===== src/rtl/sram_byte_bridge_if.sv =====
// rtl/sram_byte_bridge_if.sv - CPU byte bus and SRAM word-controller signals of the byte bridge
interface sram_byte_bridge_if #(
  parameter int ADDR_W = 19
);
  logic [ADDR_W-1:0] bus_addr;
  logic [7:0]        bus_do;
  logic              bus_read;
  logic              bus_write;
  logic [7:0]        bus_di;
  logic              bus_ready;
  logic              bus_err;
  logic [ADDR_W-2:0] mem_address;
  logic [15:0]       mem_data_write;
  logic [15:0]       mem_data_read;
  logic              mem_read;
  logic              mem_write;
  logic              mem_ready;

  // master: the bridge itself (answers the CPU, drives the SRAM controller)
  modport master (
    input  bus_addr, bus_do, bus_read, bus_write, mem_data_read, mem_ready,
    output bus_di, bus_ready, bus_err, mem_address, mem_data_write, mem_read, mem_write
  );

  modport slave (
    output bus_addr, bus_do, bus_read, bus_write, mem_data_read, mem_ready,
    input  bus_di, bus_ready, bus_err, mem_address, mem_data_write, mem_read, mem_write
  );
endinterface


===== src/rtl/sram_byte_bridge.sv =====
// rtl/sram_byte_bridge.sv - 8-bit bus to 16-bit SRAM bridge with RMW writes and one-word cache
module sram_byte_bridge #(
  parameter int ADDR_W   = 19,
  parameter int CACHE_EN = 1,
  parameter int TIMEOUT  = 255
) (
  input logic                clk,
  input logic                reset_n,
  sram_byte_bridge_if.master bif
);
  localparam int WA_W = ADDR_W - 1;
  localparam logic [2:0] IDLE    = 3'd0;
  localparam logic [2:0] RD_WAIT = 3'd1;
  localparam logic [2:0] RMW_RD  = 3'd2;
  localparam logic [2:0] RMW_WR  = 3'd3;
  localparam logic [2:0] GUARD   = 3'd4;
  localparam logic [9:0] TMO_LAST = 10'(TIMEOUT - 1);

  logic [1:0]      rst_sync;
  logic            rst_n;
  logic [2:0]      state;
  logic [9:0]      tcnt;
  logic            lane;
  logic [7:0]      wbyte;
  logic            cache_valid;
  logic [WA_W-1:0] cache_tag;
  logic [15:0]     cache_data;
  logic [WA_W-1:0] req_word;
  logic            req_lane;
  logic            hit;
  logic            waiting;

  // reset asserts immediately, releases two clocks after reset_n rises
  always_ff @(posedge clk or negedge reset_n) begin
    if (!reset_n) rst_sync <= 2'b00;
    else          rst_sync <= {rst_sync[0], 1'b1};
  end
  assign rst_n = rst_sync[1];

  assign req_word = bif.bus_addr[ADDR_W-1:1];
  assign req_lane = bif.bus_addr[0];
  assign hit      = (CACHE_EN != 0) && cache_valid && (cache_tag == req_word);
  assign waiting  = (state == RD_WAIT) || (state == RMW_RD) || (state == RMW_WR);

  function automatic logic [15:0] merge(input logic [15:0] w, input logic ln, input logic [7:0] b);
    return ln ? {b, w[7:0]} : {w[15:8], b};
  endfunction

  function automatic logic [7:0] pick(input logic [15:0] w, input logic ln);
    return ln ? w[15:8] : w[7:0];
  endfunction

  always_ff @(posedge clk or negedge rst_n) begin
    if (!rst_n) begin
      state              <= IDLE;
      tcnt               <= '0;
      lane               <= 1'b0;
      wbyte              <= '0;
      cache_valid        <= 1'b0;
      cache_tag          <= '0;
      cache_data         <= '0;
      bif.bus_di         <= '0;
      bif.bus_ready      <= 1'b0;
      bif.bus_err        <= 1'b0;
      bif.mem_address    <= '0;
      bif.mem_data_write <= '0;
      bif.mem_read       <= 1'b0;
      bif.mem_write      <= 1'b0;
    end else begin
      bif.bus_ready <= 1'b0;
      bif.mem_read  <= 1'b0;
      bif.mem_write <= 1'b0;
      if (waiting && !bif.mem_ready) begin
        if (tcnt == TMO_LAST) begin
          bif.bus_err   <= 1'b1;
          cache_valid   <= 1'b0;
          bif.bus_di    <= 8'hFF;
          bif.bus_ready <= 1'b1;
          state         <= GUARD;
        end else begin
          tcnt <= tcnt + 10'd1;
        end
      end else begin
        case (state)
          IDLE: begin
            if (bif.bus_write || bif.bus_read) begin
              lane            <= req_lane;
              wbyte           <= bif.bus_do;
              bif.mem_address <= req_word;
              tcnt            <= '0;
            end
            // a simultaneous read and write request is treated as a write
            if (bif.bus_write) begin
              if (hit) begin
                cache_data         <= merge(cache_data, req_lane, bif.bus_do);
                bif.mem_data_write <= merge(cache_data, req_lane, bif.bus_do);
                bif.mem_write      <= 1'b1;
                state              <= RMW_WR;
              end else begin
                bif.mem_read <= 1'b1;
                state        <= RMW_RD;
              end
            end else if (bif.bus_read) begin
              if (hit) begin
                bif.bus_di    <= pick(cache_data, req_lane);
                bif.bus_ready <= 1'b1;
                state         <= GUARD;
              end else begin
                bif.mem_read <= 1'b1;
                state        <= RD_WAIT;
              end
            end
          end
          RD_WAIT: begin
            cache_data    <= bif.mem_data_read;
            cache_tag     <= bif.mem_address;
            cache_valid   <= 1'b1;
            bif.bus_di    <= pick(bif.mem_data_read, lane);
            bif.bus_ready <= 1'b1;
            state         <= GUARD;
          end
          RMW_RD: begin
            cache_data         <= merge(bif.mem_data_read, lane, wbyte);
            cache_tag          <= bif.mem_address;
            cache_valid        <= 1'b1;
            bif.mem_data_write <= merge(bif.mem_data_read, lane, wbyte);
            bif.mem_write      <= 1'b1;
            tcnt               <= '0;
            state              <= RMW_WR;
          end
          RMW_WR: begin
            bif.bus_ready <= 1'b1;
            state         <= GUARD;
          end
          default: state <= IDLE;
        endcase
      end
    end
  end
endmodule

===== src/flat_wrapper.sv =====
// flat-port wrapper written by rule: the top's interface ports become plain ports
module sram_byte_bridge_flat 
#(
  parameter int ADDR_W   = 19,
  parameter int CACHE_EN = 1,
  parameter int TIMEOUT  = 255
)
  (clk, reset_n, bif_bus_addr, bif_bus_do, bif_bus_read, bif_bus_write, bif_mem_data_read, bif_mem_ready, bif_bus_di, bif_bus_ready, bif_bus_err, bif_mem_address, bif_mem_data_write, bif_mem_read, bif_mem_write);
  sram_byte_bridge_if #(.ADDR_W(ADDR_W)) bif_i ();
  input logic clk;
  input logic reset_n;
  input wire logic [$bits(bif_i.bus_addr)-1:0] bif_bus_addr;
  input wire logic [$bits(bif_i.bus_do)-1:0] bif_bus_do;
  input wire logic [$bits(bif_i.bus_read)-1:0] bif_bus_read;
  input wire logic [$bits(bif_i.bus_write)-1:0] bif_bus_write;
  input wire logic [$bits(bif_i.mem_data_read)-1:0] bif_mem_data_read;
  input wire logic [$bits(bif_i.mem_ready)-1:0] bif_mem_ready;
  output wire logic [$bits(bif_i.bus_di)-1:0] bif_bus_di;
  output wire logic [$bits(bif_i.bus_ready)-1:0] bif_bus_ready;
  output wire logic [$bits(bif_i.bus_err)-1:0] bif_bus_err;
  output wire logic [$bits(bif_i.mem_address)-1:0] bif_mem_address;
  output wire logic [$bits(bif_i.mem_data_write)-1:0] bif_mem_data_write;
  output wire logic [$bits(bif_i.mem_read)-1:0] bif_mem_read;
  output wire logic [$bits(bif_i.mem_write)-1:0] bif_mem_write;
  assign bif_i.bus_addr = bif_bus_addr;
  assign bif_i.bus_do = bif_bus_do;
  assign bif_i.bus_read = bif_bus_read;
  assign bif_i.bus_write = bif_bus_write;
  assign bif_i.mem_data_read = bif_mem_data_read;
  assign bif_i.mem_ready = bif_mem_ready;
  assign bif_bus_di = bif_i.bus_di;
  assign bif_bus_ready = bif_i.bus_ready;
  assign bif_bus_err = bif_i.bus_err;
  assign bif_mem_address = bif_i.mem_address;
  assign bif_mem_data_write = bif_i.mem_data_write;
  assign bif_mem_read = bif_i.mem_read;
  assign bif_mem_write = bif_i.mem_write;
  sram_byte_bridge #(.ADDR_W(ADDR_W), .CACHE_EN(CACHE_EN), .TIMEOUT(TIMEOUT)) u_core (.clk(clk), .reset_n(reset_n), .bif(bif_i));
endmodule

===== config.mk =====
export PLATFORM = sky130hd
export DESIGN_NAME = sram_byte_bridge_flat
export DESIGN_NICKNAME = d
export VERILOG_FILES = /design/src/rtl/sram_byte_bridge_if.sv /design/src/rtl/sram_byte_bridge.sv /design/src/flat_wrapper.sv
export SDC_FILE = /design/constraint.sdc
export NUM_CORES = 1
export LEC_CHECK = 0
export ABC_AREA = 1
export ABC_CLOCK_PERIOD_IN_PS = 4900
export BUFFER_PORTS_ARGS = -buffer_cell sky130_fd_sc_hd__buf_2
export CAP_MARGIN = 20
export CORE_MARGIN = 8
export CORE_UTILIZATION = 45
export CTS_CLUSTER_SIZE = 12
export DETAILED_ROUTE_END_ITERATION = 8
export PLACE_DENSITY_LB_ADDON = 0.08
export SLEW_MARGIN = 20
export SYNTH_ARGS = -nofsm -noshare
export SYNTH_HDL_FRONTEND = slang
export SYNTH_SLANG_ARGS = --single-unit

===== constraint.sdc =====
create_clock -name clk -period 4.9 [get_ports clk]
set_input_delay 0.98 -clock clk [delete_from_list [all_inputs] [get_ports clk]]
set_output_delay 0.98 -clock clk [all_outputs]
set_load 0.01 [all_outputs]

# Yosys cells after proc, flatten, opt, wreduce, memory -nomap -nowiden
# Index checks and enable logic that the tools add are counted.
# classes
eq_ne	14
bitwise	1
n_addsub	1
mux	42
n_reduce_logical	23
# ops
op	n
2-to-1 mux 16 bit	4
2-to-1 mux 8 bit	7
case mux 16 bit (3 select lines)	1
case mux 16 bit (2 select lines)	1
2-to-1 mux 10 bit	3
case mux 10 bit (2 select lines)	1
equality test 18 bit	1
2-to-1 mux 1 bit	16
case mux 8 bit (2 select lines)	1
2-to-1 mux 3 bit	5
adder 10 x 1 -> 10 bit (second input constant)	1
equality test 10 x 8 -> 1 bit (second input constant)	1
case mux 3 bit (3 select lines)	1
nonzero test 3 bit	3
AND reduction 2 bit	4
AND reduction 4 bit	2
equality test 3 x 2 -> 1 bit (second input constant)	2
!= test 2 bit (second input constant)	3
!= test 3 x 1 -> 1 bit (second input constant)	2
!= test 3 x 2 -> 1 bit (second input constant)	2
AND reduction 3 bit	2
AND reduction 5 bit	1
!= test 4 x 3 -> 1 bit (second input constant)	1
case mux 1 bit (2 select lines)	2
9 further kinds	14
# word_totals
reg_bits	105
out_inout_bits	46
wordCells	96

# Depth between registers and ports, before layout
# depth
ltp_word	7
ltp_mapped	13
depth_no_buf	12

# Least setup slack after synthesis
# OpenSTA, ideal clock, no wires.
# synth_timing
kind	input -> register
start	input port bif_bus_addr[0]
end	register u_core.cache_data[14]
arrival_time_ps	1982
path_buffers	2
t_required_ps	4772
cell_stages	6
setup_slack_ps	2790
path_cell_list	buf_2 -> inv_1 -> clkbuf_1 -> o21ai_0 -> a221oi_1 -> o21ai_2
# synth_between
elab_chain_cells	4
# synth_lines
element	line	source
start: declaration	flat_wrapper.sv:12	input wire logic [$bits(bif_i.bus_addr)-1:0] bif_bus_addr;
2-to-1 mux 16 bit (3 in a row)	n/a	
case mux 16 bit (3 select lines)	n/a	
end signal: assignment	sram_byte_bridge.sv:95	cache_data <= merge(cache_data, req_lane, bif.bus_do);
end signal: assignment	sram_byte_bridge.sv:115	cache_data <= bif.mem_data_read;
end signal: assignment	sram_byte_bridge.sv:123	cache_data <= merge(bif.mem_data_read, lane, wbyte);
end: declaration	sram_byte_bridge.sv:27	logic [15:0] cache_data;
# Every way passes these cells. The select of a mux whose other input is x is not followed.
# A chain may end at the register's enable or synchronous reset.

# Worst setup path in the final report
# layout_timing
start	register u_core.state[0]
end	register u_core.cache_data[3]
# layout_between
elab_chain_cells	6
elab_cells_between_ends	13
classes_between	eq/ne (5); mux (1); bitwise (1); reduce/logical (6)
# layout_lines
element	line	source
start: declaration	sram_byte_bridge.sv:21	logic [2:0] state;
start signal: assignment	sram_byte_bridge.sv:55	state <= IDLE;
start signal: assignment	sram_byte_bridge.sv:79	state <= GUARD;
start signal: assignment	sram_byte_bridge.sv:98	state <= RMW_WR;
equality test 3 x 1 -> 1 bit or equality test 3 x 2 -> 1 bit (tied branches)	sram_byte_bridge.sv:43, sram_byte_bridge.sv:84	
logical OR 1 bit (2 in a row)	sram_byte_bridge.sv:43	assign waiting = (state == RD_WAIT) || (state == RMW_RD) || (state == RMW_WR);
logical AND 1 bit	sram_byte_bridge.sv:73	if (waiting && !bif.mem_ready) begin
inverter 1 bit (no source line)	n/a	
AND reduction 4 bit (no source line)	n/a	
# Parallel ways exist; a longest one is shown, timed or not.

==> metrics <==
Iter 0 DRT Violations=556; CP Data Required Time=5.17 ns; Num CTS Buffers=9; Initial Utilization=a little under half; leak pwr=roughly 3.6 nW; outcome=finished clean; multiplexer share of the synthesized area=less than 1%; Max Slew Vio Count=0; DR pass1 iterations=5; Simple-Gate Fraction of Synth Area=27.4%; initial antenna violation count=0; core area=between 10000 and 15000 µm²; setup TNS=0 ns; area share of the largest cell type after synthesis=44.8%; Post-synth top cells=298 x nand2_1, 105 x dfrtp_1, 71 x inv_1; crit path capture type=register; CP Buf/Inv Count=2; CTS tree=done; clock tree sinks=between 100 and 150; leading area contributor after synthesis=dfrtp_1; Net count, final=~900; CTS resizes=0; WHS=0.358 ns; most used cell, CP=nor2_4; XOR/XNOR share of the synthesized area=~1.3%; cell family with most CP delay=simple AND/OR/NAND/NOR gates; post-synthesis sequential area ratio=44.8%; final cell count without fillers=1025; Post-Syn Instances=~770; total power=around 4.3 mW; ys async rst share=between 90% and 100%; DR vias=5280; root buffer selected by CTS=clkbuf_16; IO Port Bufs=slightly above 90; top cells by area, synth=dfrtp_1 45%, nand2_1 19%, inv_1 4.5%, o21ai_0 4.4%, a21oi_1 4.1%; placed insts=roughly 1000; placed wire-length estimate=approximately 11000 µm; actual slew at the worst max-slew pin=around 0.9 ns; Chip Height=130 µm; GRT overflow=0; vias in the first global route=~5100; Fillers=around 1300; flop-to-flop setup slack=2.23 ns; Compound-Gate Fraction of Synth Area=between 10% and 20%; worst r2r dst=u_core.cache_data[3]; Area Overhead vs Synth=14.3%; worst hold path endpoint=u_core.rst_sync[1]; most common cell in the netlist=nand2_1; cells on worst reg2reg path=9; worst hold stages=0; Mapped Avg Cell Area=7.60 µm²; Max-Cap Viols=0; Die Width=between 100 and 150 µm; worst min path class=register to register; Max rail drop VDD=between 0.3 and 0.4 mV; Final Wtd Congestion=0.860; Via density=just over 5; Routed Antenna Nets=0; clk slew on worst S/H paths=~0.070 ns; r2r startpoint=u_core.state[0]; routed wire length=between 15000 and 20000 µm; largest family of logic cells by synthesized area=simple AND/OR/NAND/NOR gates; post-layout util=between 50% and 60%; DR DRC count=0; largest stage delay on the critical path=between 0.6 and 0.7 ns; clock latency on the worst-skew pair=0.36 ns; # diodes=0; HP Start=u_core.rst_sync[0]; maximum fanout along the worst path=35; Max-Slew Margin vs Limit=39.8%; WL/cell=around 16 µm; ratio of cells with drive above 1 in the final layout=between 10% and 20%; clock period minus worst slack=approximately 2.7 ns; critical path type=register to register; Site Rows=between 40 and 50; number of synthesized flops with an enable pin=0; Post-CTS Setup Bufs=0; clock skew=approximately 0.0082 ns; hold-fix buffer count after cts=0; first-pass GRT wire length=between 20000 and 30000 µm; final setup vio count=0; critical path launch point=u_core.state[0]; Top FF cell, synth=dfrtp_1; Startpoint Class=register; DIE AREA=between 15000 and 20000 µm²; synthesized-area fraction occupied by adder cells=0.426%; critical path arrival=a little under 3 ns; Max Buffers Root-to-Sink=2; slowest CP cell=nand3b_2; RSZ-0062 raised after global routing=no; Mapped Nets=about 800; synthesized cell area=slightly below 6000 µm²; Yosys cell types=43; pwr/cell area=~650 nW/µm²; Fmax achieved=374 MHz; htree depth=3; Seq cells post-synth=105; GR Util All Layers=between 10% and 20%; I/O Pins=94; Hold Violations, Final=0; largest net degree at the start of global routing=56; CP cell instances=inv_2 > nand3_4 > inv_4 > nor2_4 > nor2_4 > a21oi_2 > nand3b_2 > nand2_1 > o21ai_2; Tcrit/Tclk final=a little over half; YS warnings=0
==> layout make-up <==
type | instances | area, µm² | area share, %
well taps | 172 | 215 | 3.21
flip-flops and latches | 105 | 2630 | 39.2
inverters | 76 | 302 | 4.49
clock inverters | 6 | 66.3 | 0.988
repair buffers | 96 | 488 | 7.27
multi-input cells | 560 | 2780 | 41.4
clock buffers | 10 | 229 | 3.41
==> cell families after synthesis <==
group | count (synthesis)
AND/OR/NAND/NOR | 383
AO/OA/AOI/OAI | 162
buffers and inverters | 107
flip-flops | 105
XOR/XNOR | 9
multiplexers | 3
adder cells (fa/ha/maj) | 2
other | 1
==> flip-flops by register name (all words and copies together) (netlist names) <==
name and count:
u_core.bif.bus_di 8, u_core.cache_tag 18, u_core.bif.mem_read 1, u_core.rst_sync 2, u_core.bif.bus_ready 1, u_core.state 3, u_core.bif.bus_err 1, u_core.bif.mem_write 1
u_core.bif.mem_data_write 16, u_core.wbyte 8, u_core.cache_valid 1, u_core.lane 1, u_core.bif.mem_address 18, u_core.cache_data 16, u_core.tcnt 10
==> per-layer routing <==
layer / routed length (µm) / up-vias / GRT usage, %
met3: 1030 / 15 / 5.34
met2: 7300 / 148 / 31.3
met4: 158 / 0 / 4.03
met1: 7510 / 2478 / 26.7
li1: - / 2639 / -
met5: 0 / - / 0
==> power by group <==
part	total [mW]	internal, mW	switching [mW]
clock network	0.740	0.400	0.340
logic	2.09	0.731	1.36
registers	1.51	1.24	0.277
total	4.35	2.37	1.98
==> placed cells by master, fill, tap and decap left out, types with 5 or more instances in the layout <==
master	instances
nand4_1	7
inv_1	71
nand3_1	16
a211o_1	8
clkbuf_16	9
o21ai_2	11
dfrtp_1	104
a221oi_1	13
buf_2	93
o21ai_0	52
nand2_4	5
a21oi_1	48
xor2_1	6
o21ai_1	8
nor2_1	42
nand2_1	297
a21o_1	13
==> how the worst max path moves through the flow <==
stage,endpoint,slack (ns),cells after the start
floorplan,u_core.bif.bus_di[0],1.76,0
global placement,u_core.bif.mem_address[8],2.00,6
finish,u_core.cache_data[3],2.23,9
global route,u_core.cache_data[13],2.03,9
CTS,u_core.cache_data[9],2.24,9
detailed placement,u_core.bif.mem_address[8],1.96,6
==> per-stage QoR <==
| stage | instance area [µm²] | setup WS, ns |
|---|---|---|
| 6_report | 6710 | 2.23 |
| 5_1_grt | 6710 | 2.03 |
| 4_1_cts | 6710 | 2.24 |
| 3_5_place_dp | 6410 | 1.96 |
| 3_3_place_gp | 6410 | 2.00 |
| 2_1_floorplan | 5870 | 1.76 |
Note: power is estimated with default switching activity, not from simulation.
